File: config.mk
export PLATFORM = sky130hd
export DESIGN_NAME = debug_unit_ctrl_flat
export DESIGN_NICKNAME = d
export VERILOG_FILES = /design/src/rtl/debug_unit_ctrl_if.sv /design/src/rtl/debug_unit_ctrl.sv /design/src/flat_wrapper.sv
export SDC_FILE = /design/constraint.sdc
export NUM_CORES = 1
export LEC_CHECK = 0
export CORE_UTILIZATION = 55
export CTS_CLUSTER_DIAMETER = 60
export DETAILED_ROUTE_END_ITERATION = 16
export GPL_TIMING_DRIVEN = 1
export PLACE_DENSITY = 0.8
export SLEW_MARGIN = 20
export SYNTH_ARGS = -nofsm -noshare
export SYNTH_HDL_FRONTEND = slang
export SYNTH_SLANG_ARGS = --single-unit
File: constraint.sdc
create_clock -name clk -period 3.1 [get_ports clk]
set_input_delay 0.93 -clock clk [delete_from_list [all_inputs] [get_ports clk]]
set_output_delay 0.93 -clock clk [all_outputs]
set_load 0.005 [all_outputs]
File: src/rtl/debug_unit_ctrl_if.sv
// Bus between the debug-unit controller and its surroundings (UART rx/tx and
// the cpu_core imem/enable/reset ports).
//   master : the controller side (drives o_*, samples i_*)
//   slave  : the environment side (drives i_*, samples o_*)
// Parameters must match the controller instance they connect to.
interface debug_unit_ctrl_if #(
  parameter int NB_INSTRUCTION  = 32,
  parameter int IMEM_ADDR_WIDTH = 8
);
  logic [7:0]                 i_rx_data;
  logic                       i_rx_valid;
  logic                       i_halt;
  logic                       i_tx_done;
  logic [7:0]                 o_tx_data;
  logic                       o_tx_start;
  logic [NB_INSTRUCTION-1:0]  o_imem_data;
  logic [IMEM_ADDR_WIDTH-1:0] o_imem_waddr;
  logic [1:0]                 o_mem_wsize;
  logic                       o_imem_wen;
  logic                       o_cpu_en;
  logic                       o_cpu_rst;
  logic                       o_busy;

  modport master (
    input  i_rx_data, i_rx_valid, i_halt, i_tx_done,
    output o_tx_data, o_tx_start, o_imem_data, o_imem_waddr, o_mem_wsize,
           o_imem_wen, o_cpu_en, o_cpu_rst, o_busy
  );

  modport slave (
    output i_rx_data, i_rx_valid, i_halt, i_tx_done,
    input  o_tx_data, o_tx_start, o_imem_data, o_imem_waddr, o_mem_wsize,
           o_imem_wen, o_cpu_en, o_cpu_rst, o_busy
  );
endinterface

File: src/rtl/debug_unit_ctrl.sv
// Debug-unit controller. Decodes single-byte commands from the UART receiver
// and sequences the core: program load into imem ('L'), single step ('S'),
// continuous run until halt or break ('C'), core reset ('R'). Each command
// ends with one status byte to the UART transmitter (ACK 0x06, NAK 0x15,
// halted 'H').
// Ports:
//   clk      : clock, rising edge
//   i_rst_n  : asynchronous active-low reset
//   bus      : debug_unit_ctrl_if.master (rx byte stream, tx status byte,
//              imem write port, core enable/reset, busy)
// Optional feature: define DEBUG_UNIT_TIMEOUT_EN to abort a stalled program
// load with NAK after TIMEOUT_CYCLES cycles without a received byte.
module debug_unit_ctrl #(
  parameter int NB_INSTRUCTION  = 32,
  parameter int IMEM_ADDR_WIDTH = 8,
  parameter int TIMEOUT_CYCLES  = 1000000
) (
  input  logic             clk,
  input  logic             i_rst_n,
  debug_unit_ctrl_if.master bus
);

  localparam int MAX_WORDS = (2**IMEM_ADDR_WIDTH) / 4;

  localparam logic [7:0] CMD_LOAD = 8'h4C;
  localparam logic [7:0] CMD_STEP = 8'h53;
  localparam logic [7:0] CMD_RUN  = 8'h43;
  localparam logic [7:0] CMD_RST  = 8'h52;
  localparam logic [7:0] BRK      = 8'h03;
  localparam logic [7:0] ACK      = 8'h06;
  localparam logic [7:0] NAK      = 8'h15;
  localparam logic [7:0] HALTED   = 8'h48;

  // Byte assembly below assumes exactly four bytes per word.
  if (NB_INSTRUCTION != 32) begin : g_chk_nb
    $error("debug_unit_ctrl: NB_INSTRUCTION must be 32");
  end
  if (TIMEOUT_CYCLES < 1) begin : g_chk_tmo
    $error("debug_unit_ctrl: TIMEOUT_CYCLES must be positive");
  end

  typedef enum logic [2:0] {
    IDLE, LOAD_CNT, LOAD_DATA, STEP, RUN, CPU_RST, SEND, WAIT_TX
  } state_t;

  state_t                     state_q, state_d;
  logic [7:0]                 tx_data_q, tx_data_d;
  logic                       tx_start_q, tx_start_d;
  logic [NB_INSTRUCTION-1:0]  imem_data_q, imem_data_d;
  logic [IMEM_ADDR_WIDTH-1:0] waddr_q, waddr_d;
  logic                       wen_q, wen_d;
  logic                       cpu_en_q, cpu_en_d;
  logic                       cpu_rst_q, cpu_rst_d;
  logic [NB_INSTRUCTION-1:0]  word_q, word_d;
  logic [7:0]                 idx_q, idx_d;
  logic [1:0]                 bcnt_q, bcnt_d;
  logic [7:0]                 nwords_q, nwords_d;
  logic                       tmo_hit;

`ifdef DEBUG_UNIT_TIMEOUT_EN
  localparam int TMO_W = $clog2(TIMEOUT_CYCLES + 1);
  logic [TMO_W-1:0] tmo_cnt_q;
  logic             in_load;

  assign in_load = (state_q == LOAD_CNT) || (state_q == LOAD_DATA);

  // Counts idle cycles between load bytes; any byte restarts it.
  always_ff @(posedge clk or negedge i_rst_n) begin
    if (!i_rst_n)                         tmo_cnt_q <= '0;
    else if (!in_load || bus.i_rx_valid)  tmo_cnt_q <= '0;
    else                                  tmo_cnt_q <= tmo_cnt_q + 1'b1;
  end

  // Fires on the TIMEOUT_CYCLES-th consecutive idle cycle.
  assign tmo_hit = in_load && !bus.i_rx_valid &&
                   (tmo_cnt_q == TMO_W'(TIMEOUT_CYCLES - 1));
`else
  assign tmo_hit = 1'b0;
`endif

  always_ff @(posedge clk or negedge i_rst_n) begin
    if (!i_rst_n) begin
      state_q     <= IDLE;
      tx_data_q   <= '0;
      tx_start_q  <= 1'b0;
      imem_data_q <= '0;
      waddr_q     <= '0;
      wen_q       <= 1'b0;
      cpu_en_q    <= 1'b0;
      cpu_rst_q   <= 1'b0;
      word_q      <= '0;
      idx_q       <= '0;
      bcnt_q      <= '0;
      nwords_q    <= '0;
    end else begin
      state_q     <= state_d;
      tx_data_q   <= tx_data_d;
      tx_start_q  <= tx_start_d;
      imem_data_q <= imem_data_d;
      waddr_q     <= waddr_d;
      wen_q       <= wen_d;
      cpu_en_q    <= cpu_en_d;
      cpu_rst_q   <= cpu_rst_d;
      word_q      <= word_d;
      idx_q       <= idx_d;
      bcnt_q      <= bcnt_d;
      nwords_q    <= nwords_d;
    end
  end

  // All outputs are registered: the *_d values computed here show up on the
  // pins the cycle after the triggering input. The status byte is loaded into
  // tx_data on entry to SEND; tx_start is normally raised on entry too, so it
  // is high during the SEND cycle. Load completion enters SEND without it
  // (that cycle carries the last imem write) and SEND raises it one cycle
  // later, keeping the ACK strictly after the final write.
  always_comb begin
    state_d     = state_q;
    tx_data_d   = tx_data_q;
    tx_start_d  = 1'b0;
    imem_data_d = imem_data_q;
    waddr_d     = waddr_q;
    wen_d       = 1'b0;
    cpu_en_d    = 1'b0;
    cpu_rst_d   = 1'b0;
    word_d      = word_q;
    idx_d       = idx_q;
    bcnt_d      = bcnt_q;
    nwords_d    = nwords_q;

    case (state_q)
      IDLE: begin
        if (bus.i_rx_valid) begin
          case (bus.i_rx_data)
            CMD_LOAD: state_d = LOAD_CNT;
            CMD_STEP: begin state_d = STEP;    cpu_en_d  = 1'b1; end
            CMD_RUN:  begin state_d = RUN;     cpu_en_d  = 1'b1; end
            CMD_RST:  begin state_d = CPU_RST; cpu_rst_d = 1'b1; end
            default: begin
              state_d    = SEND;
              tx_data_d  = NAK;
              tx_start_d = 1'b1;
            end
          endcase
        end
      end

      LOAD_CNT: begin
        if (tmo_hit) begin
          state_d    = SEND;
          tx_data_d  = NAK;
          tx_start_d = 1'b1;
        end else if (bus.i_rx_valid) begin
          if (bus.i_rx_data == 8'd0 || int'(bus.i_rx_data) > MAX_WORDS) begin
            state_d    = SEND;
            tx_data_d  = NAK;
            tx_start_d = 1'b1;
          end else begin
            nwords_d = bus.i_rx_data;
            idx_d    = '0;
            bcnt_d   = '0;
            word_d   = '0;
            state_d  = LOAD_DATA;
          end
        end
      end

      LOAD_DATA: begin
        if (tmo_hit) begin
          state_d    = SEND;
          tx_data_d  = NAK;
          tx_start_d = 1'b1;
        end else if (bus.i_rx_valid) begin
          // Little-endian: byte 0 lands in [7:0].
          word_d[{bcnt_q, 3'b000} +: 8] = bus.i_rx_data;
          bcnt_d = bcnt_q + 2'd1;
          if (bcnt_q == 2'd3) begin
            wen_d       = 1'b1;
            imem_data_d = word_d;
            waddr_d     = IMEM_ADDR_WIDTH'({idx_q, 2'b00});
            idx_d       = idx_q + 8'd1;
            if (idx_q == nwords_q - 8'd1) begin
              state_d   = SEND;
              tx_data_d = ACK;
            end
          end
        end
      end

      STEP: begin
        state_d    = SEND;
        tx_data_d  = ACK;
        tx_start_d = 1'b1;
      end

      RUN: begin
        if (bus.i_halt || (bus.i_rx_valid && bus.i_rx_data == BRK)) begin
          state_d    = SEND;
          tx_data_d  = HALTED;
          tx_start_d = 1'b1;
        end else begin
          cpu_en_d = 1'b1;
        end
      end

      CPU_RST: begin
        state_d    = SEND;
        tx_data_d  = ACK;
        tx_start_d = 1'b1;
      end

      SEND: begin
        if (tx_start_q) state_d = WAIT_TX;
        else            tx_start_d = 1'b1;
      end

      WAIT_TX: begin
        if (bus.i_tx_done) state_d = IDLE;
      end

      default: state_d = IDLE;
    endcase
  end

  assign bus.o_tx_data    = tx_data_q;
  assign bus.o_tx_start   = tx_start_q;
  assign bus.o_imem_data  = imem_data_q;
  assign bus.o_imem_waddr = waddr_q;
  assign bus.o_mem_wsize  = 2'b10;
  assign bus.o_imem_wen   = wen_q;
  assign bus.o_cpu_en     = cpu_en_q;
  assign bus.o_cpu_rst    = cpu_rst_q;
  assign bus.o_busy       = (state_q != IDLE);

endmodule

File: src/flat_wrapper.sv
// flat-port wrapper written by rule: the top's interface ports become plain ports
module debug_unit_ctrl_flat 
#(
  parameter int NB_INSTRUCTION  = 32,
  parameter int IMEM_ADDR_WIDTH = 8,
  parameter int TIMEOUT_CYCLES  = 1000000
)
  (clk, i_rst_n, bus_i_rx_data, bus_i_rx_valid, bus_i_halt, bus_i_tx_done, bus_o_tx_data, bus_o_tx_start, bus_o_imem_data, bus_o_imem_waddr, bus_o_mem_wsize, bus_o_imem_wen, bus_o_cpu_en, bus_o_cpu_rst, bus_o_busy);
  debug_unit_ctrl_if #(.NB_INSTRUCTION(NB_INSTRUCTION), .IMEM_ADDR_WIDTH(IMEM_ADDR_WIDTH)) bus_i ();
  input  logic clk;
  input  logic i_rst_n;
  input wire logic [$bits(bus_i.i_rx_data)-1:0] bus_i_rx_data;
  input wire logic [$bits(bus_i.i_rx_valid)-1:0] bus_i_rx_valid;
  input wire logic [$bits(bus_i.i_halt)-1:0] bus_i_halt;
  input wire logic [$bits(bus_i.i_tx_done)-1:0] bus_i_tx_done;
  output wire logic [$bits(bus_i.o_tx_data)-1:0] bus_o_tx_data;
  output wire logic [$bits(bus_i.o_tx_start)-1:0] bus_o_tx_start;
  output wire logic [$bits(bus_i.o_imem_data)-1:0] bus_o_imem_data;
  output wire logic [$bits(bus_i.o_imem_waddr)-1:0] bus_o_imem_waddr;
  output wire logic [$bits(bus_i.o_mem_wsize)-1:0] bus_o_mem_wsize;
  output wire logic [$bits(bus_i.o_imem_wen)-1:0] bus_o_imem_wen;
  output wire logic [$bits(bus_i.o_cpu_en)-1:0] bus_o_cpu_en;
  output wire logic [$bits(bus_i.o_cpu_rst)-1:0] bus_o_cpu_rst;
  output wire logic [$bits(bus_i.o_busy)-1:0] bus_o_busy;
  assign bus_i.i_rx_data = bus_i_rx_data;
  assign bus_i.i_rx_valid = bus_i_rx_valid;
  assign bus_i.i_halt = bus_i_halt;
  assign bus_i.i_tx_done = bus_i_tx_done;
  assign bus_o_tx_data = bus_i.o_tx_data;
  assign bus_o_tx_start = bus_i.o_tx_start;
  assign bus_o_imem_data = bus_i.o_imem_data;
  assign bus_o_imem_waddr = bus_i.o_imem_waddr;
  assign bus_o_mem_wsize = bus_i.o_mem_wsize;
  assign bus_o_imem_wen = bus_i.o_imem_wen;
  assign bus_o_cpu_en = bus_i.o_cpu_en;
  assign bus_o_cpu_rst = bus_i.o_cpu_rst;
  assign bus_o_busy = bus_i.o_busy;
  debug_unit_ctrl #(.NB_INSTRUCTION(NB_INSTRUCTION), .IMEM_ADDR_WIDTH(IMEM_ADDR_WIDTH), .TIMEOUT_CYCLES(TIMEOUT_CYCLES)) u_core (.clk(clk), .i_rst_n(i_rst_n), .bus(bus_i));
endmodule
======== After elaboration in Yosys (flattened, before gate mapping) ========
Cells that the tools add are included.
storage, ports and cells
  RAM bits ................................ 0
  flip-flop bits (word level) ............. 103
  output and inout port bits .............. 55
  latch bits .............................. 0
  input port bits ......................... 13
  memories kept ........................... 0
  logic and storage cells ................. 113
  ROM bits ................................ 0
operators by class
  multipliers ............................. 0
  add/subtract/negate cells ............... 4
  muxes and demuxes ....................... 51
  equality and inequality tests ........... 25
  shift-type cells ........................ 2
  order comparisons ....................... 1
  reductions and logical operators ........ 17
  bitwise gates (word level) .............. 1
  divide/modulo/power cells ............... 0
operators with widths
  kind                                                   number
  two-way mux 32 bit                                     3
  two-way mux 8 bit                                      12
  case mux 32 bit (2 select lines)                       1
  case mux 8 bit (5 select lines)                        1
  bitwise mux 32 bit                                     1
  equality test 8 x 7 -> 1 bit, second input constant    4
  variable shift 8 x 7 -> 32 bit, first input constant   1
  variable part select 8 x 7 -> 32 bit                   1
  two-way mux 3 bit                                      9
  case mux 3 bit (7 select lines)                        1
  case mux 8 bit (2 select lines)                        1
  two-way mux 1 bit                                      15
  equality test 3 bit, second input constant             4
  inequality test 2 bit, second input constant           6
  case mux 3 bit (4 select lines)                        1
  inequality test 2 x 1 -> 1 bit, second input constant  5
  AND reduction 9 bit                                    1
  adder 8 x 1 -> 8 bit, second input constant            1
  equality test 8 x 2 -> 1 bit, second input constant    1
  equality test 8 bit                                    1
  > comparator 8 x 7 -> 1 bit, second input constant     1
  logical NOT 8 bit                                      1
  AND reduction 8 bit                                    1
  subtractor 8 x 1 -> 8 bit, second input constant       1
  other kinds (21)                                       27

======== Longest topological paths before layout ========
Gate-level depths: netlist of run 1.
  word-level depth ........................ 6
  mapped depth ............................ 8
  gate-level depth less buffers ........... 8

======== Least setup slack after synthesis of run 1 ========
OpenSTA, ideal clock, no wires.
  kind .................................... input to register
  start point ............................. input bus_i_rx_data[7]
  end point ............................... register u_core.bcnt_q[0]
  stages .................................. 8
  setup time .............................. 0.133 ns
  path slack .............................. 0.763 ns
  data arrival time ....................... 2.204 ns
  data required time ...................... 2.967 ns
  path buffers ............................ 2
  cell sequence ........................... buf_6 -> nand2b_1 -> a211oi_1 -> nor2_2 -> or2_2 -> buf_2 -> nand3_1 -> o21ai_0
between the ends
  longest elaborated chain between the ends .. 4
  elaborated cells on any way between the ends .. 5
  those cells by class .................... order compare (1); eq/ne (1); reduce/logical (3)
ends and longest elaborated chain
  element                                                                  RTL line                RTL
  start: declaration                                                       flat_wrapper.sv:12      input wire logic [$bits(bus_i.i_rx_data)-1:0] bus_i_rx_data;
  > comparator 8 x 7 -> 1 bit / logical NOT 8 bit (equally long branches)  debug_unit_ctrl.sv:154  if (bus.i_rx_data == 8'd0 || int'(bus.i_rx_data) > MAX_WORDS) begin
  logical OR 1 bit *                                                       debug_unit_ctrl.sv:154
  inequality test 2 bit (no line) *                                        -
  AND reduction 4 bit (no line) *                                          -
  end signal: assignment                                                   debug_unit_ctrl.sv:106  bcnt_q <= bcnt_d;
  end: declaration                                                         debug_unit_ctrl.sv:56   logic [1:0] bcnt_q, bcnt_d;
Every way passes the cells marked *; elsewhere a longest branch is shown, timed or not.
A chain may end at the register's enable or synchronous reset.

======== Worst setup path in the final report of run 1 ========
  start point ............................. input bus_i_rx_data[0]
  end point ............................... register u_core.word_q[2]
between the ends
  longest elaborated chain between the ends .. 4
  elaborated cells on any way between the ends .. 9
  those cells by class .................... order compare (1); eq/ne (1); shift (1); mux (3); reduce/logical (3)
ends and longest elaborated chain
  element                                                                                   RTL line                                        RTL
  > comparator 8 x 7 -> 1 bit (tied with other cells)                                       debug_unit_ctrl.sv:154
  logical OR 1 bit / bitwise mux 32 bit (equally long branches)                             debug_unit_ctrl.sv:154, debug_unit_ctrl.sv:175
  inequality test 2 bit (no line) / two-way mux 32 bit (equally long branches)              -
  AND reduction 4 bit (no line) / case mux 32 bit (2 select lines) (equally long branches)  -
  end signal: assignment                                                                    debug_unit_ctrl.sv:104                          word_q <= word_d;
  end: declaration                                                                          debug_unit_ctrl.sv:54                           logic [NB_INSTRUCTION-1:0] word_q, word_d;
Parallel ways exist; a longest one is shown, timed or not. The select of a mux whose other input is x is not followed.

==> results of run 1 <==
## flip-flops by register name, indices dropped and copies added (netlist names)
register,cells
u_core.bus.o_tx_start,1
u_core.word_q,32
u_core.bus.o_imem_waddr,6
u_core.bus.o_cpu_en,1
u_core.nwords_q,8
u_core.bus.o_cpu_rst,1
u_core.bus.o_imem_data,32
u_core.bcnt_q,2
u_core.bus.o_tx_data,4
u_core.state_q,3
u_core.bus.o_imem_wen,1
u_core.idx_q,8
## layout make-up
cell class | count | area (um2)
clock buffer | 10 | 138
clock inverter | 6 | 55.1
fill | 695 | 2800
inverter | 9 | 33.8
multi-input combinational | 361 | 2340
sequential | 99 | 2480
tap | 108 | 135
timing repair buffer | 86 | 833
## through the flow
stage	std cells	power, uW	util [%]
2_1_floorplan	510	2930	-
3_3_place_gp	663	3600	66.1
3_5_place_dp	663	3670	66.1
4_1_cts	679	4490	68.2
5_1_grt	679	4780	68.2
6_report	679	4480	68.2
## path summary, 6_finish.rpt
kind                                  start  slack [ps]                       to  depth (start not counted)
max                        bus_i_rx_data[0]         430         u_core.word_q[2]                          7
min                        u_core.word_q[5]         500         u_core.word_q[5]                          1
max reg2reg                u_core.bcnt_q[0]         860        u_core.word_q[17]                          6
min reg2reg                u_core.word_q[5]         500         u_core.word_q[5]                          1
max in group asynchronous           i_rst_n        1880          u_core.idx_q[7]                          2
min in group asynchronous           i_rst_n         510  u_core.bus.o_tx_data[3]                          1
## metal layers
layer  vias to the layer above  global-route usage (%)
li1                       1894                       -
met1                      1972                    37.9
met2                       137                    39.1
met3                        20                    4.01
met4                         0                    8.97
met5                         -                       0
## synth_stat cells (4+ instances only)
cell type,instances,area [um2]
nor2b_1,40,250
o21ai_0,9,45.0
a21oi_1,73,365
buf_2,13,65.1
ha_1,8,100
inv_1,9,33.8
xor2_1,7,61.3
a21oi_2,6,52.6
clkbuf_1,13,48.8
nand3_1,7,35.0
a22o_1,33,289
mux2i_1,5,50.1
nand4_1,6,37.5
buf_4,9,67.6
and3_1,5,31.3
nand2_1,37,139
nand2b_1,4,25.0
nor2_1,44,165
dfrtp_1,99,2480
mux2_2,6,67.6
## logic make-up (layout without fill, tap and decap cells)
group           Yosys count  in the layout
compound gates          150            150
fa+ha+maj                 8              8
xor+xnor                 11             11
simple gates            175            175
other cells               2              6
buf+inv                  50            111
flops                    99             99
mux                      11             11
## power by group
part	switching, uW	internal (uW)
Combinational	827	913
Clock	487	329
Sequential	274	1650
## worst max-delay path, delay by kind of cell
kind / cells / cell delay [ps]
AOI/OAI and AO/OA: 2 / 370
buffers and inverters: 1 / 580
and+or+nand+nor: 4 / 1050
==> run_results.csv, run 1 <==
group,metric,value,unit
yosys,synth_edf_count,0,
drt,firstDrtPassIters,10,
final_layout,final_common_cell,"dfrtp_1",
drt,wire_per_inst,16.9,um
placement,dp_hpwl,7840,um
clocking,cts-buffers-inserted,9,
yosys,synth.mux.area_fraction,2.32,%
yosys,yosys.area_share.adder,1.98,%
global_routing,grt_pass1_wl,19500,um
yosys,yosys.area_share.simple,18.8,%
final_layout,synthToLayoutAreaGrowth,18.8,%
drt,vias,4023,
floorplan,num_rows,34,
floorplan,ios,68,
outcome,outcome,"finished, violations left",
yosys,avgSynthCellArea,10.0,um2
yosys,synth_compound_area_share,20.6,%
timing,fin_tns_setup,0,ps
timing,slew_violations,0,
timing,fin_crit,2670,ps
global_routing,grt_pass1_vias,3862,
yosys,netlist_area,5060,um2
worst_setup_path,critPathMaxFanout,10,
worst_setup_path,crit_chain,"clkdlybuf4s50_1, nor3_4, and4_1, nor2_2, nor2_4, a21oi_2, a22o_1",
timing,fmax,374,MHz
timing,setup_viol,0,
clocking,cts_hold_buf,0,
placement,dpl_cell_area,5820,um2
clocking,cts-resized-gates,0,
drt,top_layer_used,"met4",
timing,rsz0062_at_grt,"false",
drt,drt-met1-wl,5380,um
floorplan,start_util,57.5,%
floorplan,die_area,9590,um2
worst_setup_path,max_stage_delay,580,ps
timing,hold_viol,0,
placement,gp_congestion,0.868,
global_routing,grt_max_degree,61,
yosys,async_flop_share,100,%
floorplan,coreArea,8810,um2
yosys,synth_top_family_by_area,"compound AO/OA/AOI/OAI gates",
placement,dp_worst_setup_slack,69.5,ps
drt,wl_met3,580,um
clocking,cts_tree,"done",
final_layout,diodes,0,
drt,viasPerCell,5.92,
worst_setup_path,cpMaxStageDelayCell,"clkdlybuf4s50_1",
timing,relSlewSlack,65.5,%
outcome,violations,"design-rule violations",
clocking,h-tree-depth,3,
drt,drtIter0Drc,202,
drt,wl,11500,um
worst_setup_path,critPathLaunchType,"input port",
power_and_ir_drop,ir_drop,430,uV
run,cap_violations,0,
clocking,clock_latency,370,ps
yosys,seq_area_frac_synth,49.0,%
power_and_ir_drop,p_leak,0.00273,uW
worst_setup_path,path_class,"input port to flip-flop",
yosys,synthDistinctLibCells,68,
yosys,yosysWarnings,0,
power_and_ir_drop,cellPowerDensity,745,nW/um2
final_layout,stdcell_area,6010,um2
timing,fin_hold_ws,502,ps
timing,setup_ws,427,ps
timing,period_share,86.2,%
yosys,synth_xor_area_share,2.05,%
hold_path,hold_class,"flip-flop to flip-flop",
clocking,cts.sinks,99,
clocking,clockBufferDepth,2,
global_routing,grt_util_all_layers,25.8,%
yosys,syn_inst,506,
worst_setup_path,critPathRequiredTime,3360,ps
clocking,cts.clk_slew.worst_paths,100,ps
floorplan,die_y,97.9,um
final_layout,final_nets,587,
clocking,post_cts_buffers,0,
worst_setup_path,worstSetupEndpointType,"flip-flop",
global_routing,antenna_found_initial,0,
worst_setup_path,cp.arrival,2930,ps
floorplan,die_w,97.9,um
timing,finClkSkew,11.3,ps
final_layout,layout_common_cells,"99 x dfrtp_1, 73 x a21oi_1, 60 x clkdlybuf4s50_1, 44 x nor2_1, 40 x nor2b_1",
yosys,yosys_register_bits,99,
global_routing,grt_overflow_total,0,
drt,drc_errors,8,
yosys,synthFlopType,"dfrtp_1",
drt,ant_nets,0,
drt,dr_wl_met2,5370,um
clocking,ctsRootBufferMaster,"clkbuf_8",
timing,tightest_slew,518,ps
placement,io_buffers,61,
final_layout,layout-drive-gt1-share,13.0,%
(Power assumes the default switching activity.)
==> inputs of run 2 (changes only) <==
Settings changed: PLACE_DENSITY 0.8 to unset, PLACE_DENSITY_LB_ADDON set to 0.08, SLEW_MARGIN 20 to unset.
Clock period 3.1 ns to 3.05 ns, I/O delays scaled along.
==> run 2 against run 1 <==
The run still ends with design-rule violations left. Combinational power is essentially flat. Sequential share of layout area shrank 0.22 points. Wire length down 1.7%. Critical path depth up 1. Sequential power about the same. Die area unchanged. Critical path type unchanged.
==> run_results.csv, run 2 (synthesized netlist as in run 1, its figures left out) <==
group,metric,value,unit
power_and_ir_drop,p_leak,0.00276,uW
outcome,outcome,"finished, violations left",
final_layout,final_common_cell,"dfrtp_1",
drt,drc_errors,5,
floorplan,coreArea,8810,um2
timing,slew_violations,0,
worst_setup_path,critPathLaunchType,"input port",
placement,io_buffers,61,
power_and_ir_drop,cellPowerDensity,742,nW/um2
worst_setup_path,cpMaxStageDelayCell,"clkdlybuf4s50_1",
floorplan,die_w,97.9,um
worst_setup_path,critPathRequiredTime,3350,ps
run,cap_violations,0,
worst_setup_path,r2r_setup_slack,850,ps
timing,setup_ws,448,ps
hold_path,hold_class,"flip-flop to flip-flop",
global_routing,grt_overflow_total,0,
final_layout,multi_input_area,2340,um2
drt,ant_nets,0,
timing,relSlewSlack,57.7,%
floorplan,die_y,97.9,um
clocking,cts.sinks,99,
clocking,ctsRootBufferMaster,"clkbuf_8",
clocking,cts_hold_buf,0,
timing,fin_tns_setup,0,ps
final_layout,n_fill_cell,669,
worst_setup_path,rr_worst_depth,6,
clocking,clockBufferDepth,2,
clocking,cts_tree,"done",
worst_setup_path,crit_cells,8,
placement,dp_hpwl,7930,um
floorplan,start_util,57.5,%
drt,viasPerCell,5.77,
final_layout,synthToLayoutAreaGrowth,19.4,%
timing,rsz0062_at_grt,"false",
clocking,cts-resized-gates,0,
worst_setup_path,critical_path.top_delay_family,"simple AND/OR/NAND/NOR gates",
global_routing,grt_max_degree,51,
floorplan,num_rows,34,
timing,tightest_slew,635,ps
drt,wl,11300,um
clocking,clock_latency,360,ps
worst_setup_path,crit_chain,"clkdlybuf4s50_1, nor3_4, a211oi_1, buf_4, nor2_2, nor2_4, or4_1, nand2_1",
worst_setup_path,worstSetupEndpointType,"flip-flop",
worst_setup_path,max_stage_delay,510,ps
drt,vias,3966,
final_layout,regArea,2480,um2
timing,setup_viol,0,
clocking,h-tree-depth,3,
placement,dp_worst_setup_slack,75.3,ps
timing,hold_viol,0,
final_layout,diodes,0,
clocking,cts.clk_slew.worst_paths,100,ps
clocking,post_cts_buffers,0,
worst_setup_path,crit_buf_inv,2,
global_routing,grt_pass1_wl,19400,um
final_layout,final_nets,595,
timing,fmax,384,MHz
drt,firstDrtPassIters,10,
timing,period_share,85.3,%
timing,finClkSkew,14.2,ps
global_routing,grt_util_all_layers,25.5,%
global_routing,antenna_found_initial,0,
floorplan,ios,68,
timing,fin_crit,2600,ps
final_layout,layout-drive-gt1-share,14.0,%
power_and_ir_drop,ir_drop,401,uV
global_routing,grt_pass1_vias,3882,
hold_path,hold_depth,1,
worst_setup_path,path_class,"input port to flip-flop",
power_and_ir_drop,power,4480,uW
drt,drtIter0Drc,216,
worst_setup_path,critPathMaxFanout,12,
clocking,cts-buffers-inserted,9,
drt,wire_per_inst,16.4,um
final_layout,layout_common_cells,"99 x dfrtp_1, 73 x a21oi_1, 60 x clkdlybuf4s50_1, 44 x nor2_1, 40 x nor2b_1",
worst_setup_path,cp.arrival,2900,ps
placement,gp_congestion,0.833,
outcome,violations,"design-rule violations",
floorplan,die_area,9590,um2
[run 2: cell count changes in the layout (fill, tap and decap cells not counted)]
cell        delta
clkinv_2       +1
buf_4          +9
clkbuf_1       +1
buf_12         -1
clkinv_4       -1
inv_8          -2
clkinvlp_4     +1
[run 2: routing by layer]
layer | share of wire (%) | vias to the layer above | track usage [%]
met5 | 0 | - | 0
met4 | 0.81 | 0 | 6.06
met3 | 4.3 | 5 | 4.01
met2 | 46 | 114 | 39.6
met1 | 49 | 1936 | 37.7
li1 | - | 1911 | -
[run 2: final timing paths]
path,to,start
setup / recovery,u_core.idx_q[4],bus_i_rx_data[0]
hold / removal,u_core.word_q[31],u_core.word_q[31]
setup reg to reg,u_core.word_q[22],u_core.bcnt_q[0]
hold reg to reg,u_core.word_q[31],u_core.word_q[31]
max in group asynchronous,u_core.bus.o_imem_data[1],i_rst_n
min in group asynchronous,u_core.bus.o_imem_waddr[4],i_rst_n
[run 2: area by class of cell]
class	instances	share of cell area [%]
clock buffer	11	2.34
clock inverter	5	0.601
inverter	9	0.559
multi-input combinational	361	38.7
sequential	99	41.0
tap	108	2.24
timing repair buffer	94	14.6
[run 2: where the power goes]
group	switching [uW]	internal, uW	total, uW
clock	455	321	776
combinational	821	934	1760
sequential	277	1680	1950
[run 2: per-stage QoR]
stage	hold slack, ps	instance area (um2)	cells	util (%)
after global routing	512	6040	687	68.6
after CTS	502	6040	687	68.6
after floorplan	458	5070	510	-
final	500	6040	687	68.6
after detailed placement	474	5860	671	66.6
after global placement	474	5860	671	66.6
